--- config.mk ---
export PLATFORM = sky130hd
export DESIGN_NAME = blk_add_arbiter
export DESIGN_NICKNAME = d
export VERILOG_FILES = /design/src/rtl/blk_add_arbiter.sv
export SDC_FILE = /design/constraint.sdc
export NUM_CORES = 1
export LEC_CHECK = 0
export CAP_MARGIN = 20
export CORE_AREA = 2 2 144 146
export CTS_CLUSTER_SIZE = 28
export DETAILED_ROUTE_END_ITERATION = 8
export DIE_AREA = 0 0 146 148
export HOLD_SLACK_MARGIN = 0.06
export PLACE_DENSITY = 0.79
export SETUP_SLACK_MARGIN = 0.3
export SLEW_MARGIN = 20
export SYNTH_ARGS = -nofsm -noshare
export SYNTH_HDL_FRONTEND = slang
export SYNTH_SLANG_ARGS = --single-unit
export TNS_END_PERCENT = 50
--- constraint.sdc ---
create_clock -name clk -period 1.85 [get_ports clk]
set_input_delay 0.4625 -clock clk [delete_from_list [all_inputs] [get_ports clk]]
set_output_delay 0.4625 -clock clk [all_outputs]
set_load 0.005 [all_outputs]
--- src/rtl/blk_add_arbiter.sv ---
// blk_add_arbiter: shares one multicycle block-minifloat adder between two requesters.
// Define BLKADD_FIXED_PRIO_EN to give requester 0 fixed priority instead of round-robin.
module blk_add_arbiter #(
  parameter int BIAS_W = 8,
  parameter int LENGTH = 4,
  parameter int SIZE = 8,
  parameter int LAT = 2,
  localparam int BLK_W = BIAS_W + LENGTH * SIZE
) (
  input  logic             clk,
  input  logic             rst_n,
  input  logic             req0_valid,
  output logic             req0_ready,
  input  logic [BLK_W-1:0] req0_a,
  input  logic [BLK_W-1:0] req0_b,
  input  logic             req0_sub,
  output logic             resp0_valid,
  input  logic             resp0_ready,
  output logic [BLK_W-1:0] resp0_data,
  input  logic             req1_valid,
  output logic             req1_ready,
  input  logic [BLK_W-1:0] req1_a,
  input  logic [BLK_W-1:0] req1_b,
  input  logic             req1_sub,
  output logic             resp1_valid,
  input  logic             resp1_ready,
  output logic [BLK_W-1:0] resp1_data,
  output logic [BLK_W-1:0] dp_a,
  output logic [BLK_W-1:0] dp_b,
  output logic             dp_addsub,
  input  logic [BLK_W-1:0] dp_out,
  output logic             busy,
  output logic             grant_id
);
  localparam int CNT_W = LAT > 1 ? $clog2(LAT) : 1;
  typedef enum logic [1:0] {IDLE, EXEC, RESP} state_t;
  state_t r_state, w_next;
  logic [CNT_W-1:0] r_cnt;
  logic r_grant, r_resp0_valid, r_resp1_valid;
  logic [BLK_W-1:0] r_dp_a, r_dp_b, r_resp0_data, r_resp1_data;
  logic r_dp_addsub;
  logic w_sel, w_hs, w_done, w_taken;
`ifdef BLKADD_FIXED_PRIO_EN
  assign w_sel = ~req0_valid;
`else
  logic r_ptr;
  // On contention grant whoever was not served last.
  assign w_sel = (req0_valid & req1_valid) ? ~r_ptr : req1_valid;
  always_ff @(posedge clk or negedge rst_n)
    if (!rst_n) r_ptr <= 1'b1;
    else if (w_hs) r_ptr <= w_sel;
`endif
  assign w_hs = req0_ready | req1_ready;
  assign w_done = (r_state == EXEC) && (r_cnt == '0);
  assign w_taken = (r_state == RESP) && (r_grant ? resp1_ready : resp0_ready);
  always_ff @(posedge clk or negedge rst_n)
    if (!rst_n) r_state <= IDLE;
    else r_state <= w_next;
  always_comb begin
    w_next = r_state;
    w_next = (r_state == IDLE) ? (w_hs ? EXEC : IDLE) :
             (r_state == EXEC) ? (w_done ? RESP : EXEC) :
             (r_state == RESP) ? (w_taken ? IDLE : RESP) : IDLE;
  end
  always_comb begin
    busy = r_state != IDLE;
    req0_ready = (r_state == IDLE) & ~w_sel & req0_valid;
    req1_ready = (r_state == IDLE) & w_sel & req1_valid;
  end
  always_ff @(posedge clk or negedge rst_n)
    if (!rst_n) begin
      r_dp_a <= '0;
      r_dp_b <= '0;
      r_dp_addsub <= 1'b0;
      r_grant <= 1'b0;
      r_cnt <= '0;
    end else if (w_hs) begin
      r_dp_a <= w_sel ? req1_a : req0_a;
      r_dp_b <= w_sel ? req1_b : req0_b;
      r_dp_addsub <= w_sel ? req1_sub : req0_sub;
      r_grant <= w_sel;
      r_cnt <= CNT_W'(LAT - 1);
    end else if (r_state == EXEC && r_cnt != '0) begin
      r_cnt <= r_cnt - 1'b1;
    end
  always_ff @(posedge clk or negedge rst_n)
    if (!rst_n) begin
      r_resp0_valid <= 1'b0;
      r_resp1_valid <= 1'b0;
      r_resp0_data <= '0;
      r_resp1_data <= '0;
    end else if (w_done) begin
      if (r_grant) begin
        r_resp1_valid <= 1'b1;
        r_resp1_data <= dp_out;
      end else begin
        r_resp0_valid <= 1'b1;
        r_resp0_data <= dp_out;
      end
    end else if (w_taken) begin
      if (r_grant) r_resp1_valid <= 1'b0;
      else r_resp0_valid <= 1'b0;
    end
  assign dp_a = r_dp_a;
  assign dp_b = r_dp_b;
  assign dp_addsub = r_dp_addsub;
  assign grant_id = r_grant;
  assign resp0_valid = r_resp0_valid;
  assign resp1_valid = r_resp1_valid;
  assign resp0_data = r_resp0_data;
  assign resp1_data = r_resp1_data;
endmodule

==> key figures <==
Timing
  – RSZ-0062 raised after global routing: true
  – Post-route worst setup slack: 0.000932 ns
  – Slew margin rel.: 68.4%
  – Final slew viol count: 0
  – Fmax: 0.541 GHz
  – Setup Skew: 0.00860 ns
  – Tmin final: 1.85 ns
  – Setup TNS: 0 ns
  – Final hold vios: 0
  – Final Cycle Share: 99.9%
  – Pin slew with the least headroom to its limit: 0.474 ns
  – Final setup vio count: 0

Place
  – Post-DP HPWL: 16100 um
  – PortBufs: 374
  – GPL Wtd Cong: 0.808
  – Pre-CTS WS: -0.517 ns
  – Post-DP Area: 0.0116 sq mm

Critical path
  – Max stage delay on crit path: 0.54 ns
  – Top delay family on crit path: flip-flops
  – Crit path cell chain: a21bo_4, and3_4, buf_6
  – Critical path type: register to output port
  – CP endpoint kind: output port
  – Crit-path slowest cell: dfstp_2
  – CP max FO: 4
  – WP data required: 1.39 ns
  – Data arrival, critical path: 1.39 ns
  – Levels on crit path: 3
  – Reg2reg setup slack: 0.0009 ns
  – Buffers plus inverters on the worst setup path: 1
  – R2R depth: 6
  – Critical Path Source Type: register

Floorplan
  – Core ar.: 0.0200 sq mm
  – Die Area: 0.0216 sq mm
  – # IOs: 375
  – # rows: 52
  – Die height: 148 um
  – Initial Utilization: 36.5%
  – Die Span X: 146 um

Global route
  – Antenna violations before repair: 0
  – GRT overflow: 0
  – First-pass GRT wire length: 33000 um
  – GRT Resource Usage Total: 19.6%
  – Largest net degree at the start of global routing: 41
  – Number of global-route vias before repair: 5878

CTS
  – TritonCTS clock tree: yes
  – Longest Clk Path Bufs: 2
  – CTS clk-pin slew, worst paths: 0.07 ns
  – Worst-Skew Late Latency: 0.42 ns
  – CTS root buffer: clkbuf_16
  – H-Tree Depth: 4
  – CTS buffer count: 17
  – Sink Count: 168

Final layout
  – Final core occ: 64.8%
  – Diodes inserted: 0
  – Final instance area: 0.0130 sq mm
  – Multi-input logic area: 0.00316 sq mm
  – P&R area growth vs syn: 77.6%
  – Register Area: 0.00421 sq mm
  – Share of layout cells above drive strength 1: 33.6%
  – Final-layout fill cell count: 1532
  – NumNets Final: 1102

Power and ir drop
  – Peak VDD IR: 0.739 mV
  – Tot Pwr: 0.0193 W
  – Power per Cell Area: 1490 mW/mm^2
  – Leak pwr: 5.79 nW

Status
  – Status: complete, no violations

Routing
  – Initial DRC Count: 132
  – Drt drc: 0
  – Vias: 5583
  – Drt first pass iters: 4
  – Drt total wl: 22800 um
  – Via-per-instance ratio: 4.74
  – DRT antenna net count: 0
  – Routed len/inst: 19.4 um

Run
  – Max cap viols: 0

Synth
  – Synth Area in Compound Gates: 1.30%
  – Syn_nets: 675
  – Synthesized instance count: 467
  – Mux cell area share after synthesis: 37.3%
  – Avg Cell Area, Syn: 15.7 sq um
  – Flops & latches, synth: 168
  – Synth Area in Simple Gates: 0.856%
  – Synthesized cell area: 0.00731 sq mm
  – Largest family of logic cells by synthesized area: multiplexers
  – Xor and xnor area share after synthesis: 0%
  – Adder-cell area share of the yosys netlist: 0%
  – Sequential area share after synthesis: 57.5%
  – Synth cell types: 24
  – Synth warn: 0

Hold path
  – Worst min path class: register to register
  – Hold depth: 1
-- cells by family (layout without fill, tap and decap cells) --
kind of cell	count (synthesis)	in the layout
multiplexers	242	242
AO/OA/AOI/OAI	15	15
buffers and inverters	32	472
AND/OR/NAND/NOR	10	10
flip-flops	168	168
-- synth_stat cells, drive strengths merged --
cell type  instances  area, sq um
mux2             242         2730
dfrtp            167         4180
buf               27          205
o21ai              6         30.0
a31oi              3         18.8
inv                3         11.3
a21bo              2         20.0
a21oi              2         10.0
and2               2         12.5
clkbuf             2         7.51
nand2              2         7.51
a21o               1         7.51
a31o               1         8.76
and3               1         6.26
dfstp              1         26.3
nand2b             1         6.26
nor2               1         6.26
nor2b              1         6.26
nor3               1         5.00
nor3b              1         12.5
-- cell usage in the layout (no fill, tap or decap), types with 2 or more instances in the layout --
| cell | count |
|---|---|
| clkbuf_16 | 24 |
| o21ai_0 | 5 |
| buf_12 | 21 |
| clkdlybuf4s15_1 | 132 |
| bufinv_16 | 2 |
| dfrtp_1 | 166 |
| clkbuf_2 | 6 |
| clkbuf_1 | 2 |
| nand2_1 | 2 |
| a21oi_1 | 2 |
| mux2_4 | 60 |
| mux2_1 | 52 |
| buf_8 | 2 |
| inv_6 | 7 |
| dlygate4sd2_1 | 5 |
| inv_8 | 2 |
| buf_4 | 24 |
| inv_1 | 2 |
| dlymetal6s2s_1 | 21 |
| buf_6 | 10 |
| a31oi_1 | 3 |
| mux2_2 | 130 |
| clkdlybuf4s50_1 | 206 |
-- power by group --
part | internal, W | switching [W] | leakage, nW
Sequential | 0.00558 | 0.000945 | 1.98
Clock | 0.00204 | 0.00159 | 0.292
Combinational | 0.00608 | 0.00310 | 3.52
Total | 0.0137 | 0.00563 | 5.79
-- registers in the layout (all words and copies together), names as in the netlist --
signal,flops
dp_a,40
resp0_valid,1
r_state,2
r_ptr,1
resp0_data,40
dp_b,40
resp1_valid,1
grant_id,1
dp_addsub,1
r_cnt,1
resp1_data,40
-- worst register-to-register path: stages, from the launching register on --
cell and delay, ns:
dfstp_2 0.54, a21bo_4 0.16, buf_4 0.13, buf_12 0.14, buf_12 0.17, mux2_2 0.34, mux2_2 0.25
-- final cells by class --
cell class	count	share of cell area [%]
clock buffer	19	3.33
clock inverter	13	1.21
inverter	3	0.0867
timing repair buffer	437	36.1
sequential	168	32.4
multi-input combinational	267	24.3
tap	270	2.60
-- final timing paths --
path / from / endpoint
max: r_ptr / req0_ready
min: resp1_data[14] / resp1_data[14]
max reg2reg: r_ptr / dp_b[34]
min reg2reg: resp1_data[14] / resp1_data[14]
max in group asynchronous: rst_n / dp_b[29]
min in group asynchronous: rst_n / resp1_data[35]
-- per-layer routing --
| metal | up-vias | global-route usage, % | wire length [um] |
|---|---|---|---|
| met2 | 228 | 34.9 | 11900 |
| met5 | - | 0 | 0 |
| li1 | 2534 | - | - |
| met4 | 0 | 4.37 | 315 |
| met3 | 20 | 7.22 | 1740 |
| met1 | 2801 | 22.5 | 8820 |
-- per-stage QoR --
| step | hold slack, ns | std cells |
|---|---|---|
| CTS | 0.488 | 1164 |
| finish | 0.491 | 1177 |
| floorplan | 0.167 | 467 |
| global route | 0.504 | 1177 |
| global placement | 0.436 | 1113 |
| detailed placement | 0.441 | 1113 |
-- what timing repair did --
item | in CTS | in global routing
setup buffers | 17 | 5
pin swaps | 4 | 4
resized for setup | 223 | 190
cloned | 1 | 8
setup endpoints to repair | 328 | 289
hold buffers | 1 | 0
hold endpoints to repair | 33 | 0
(Power assumes the default switching activity.)
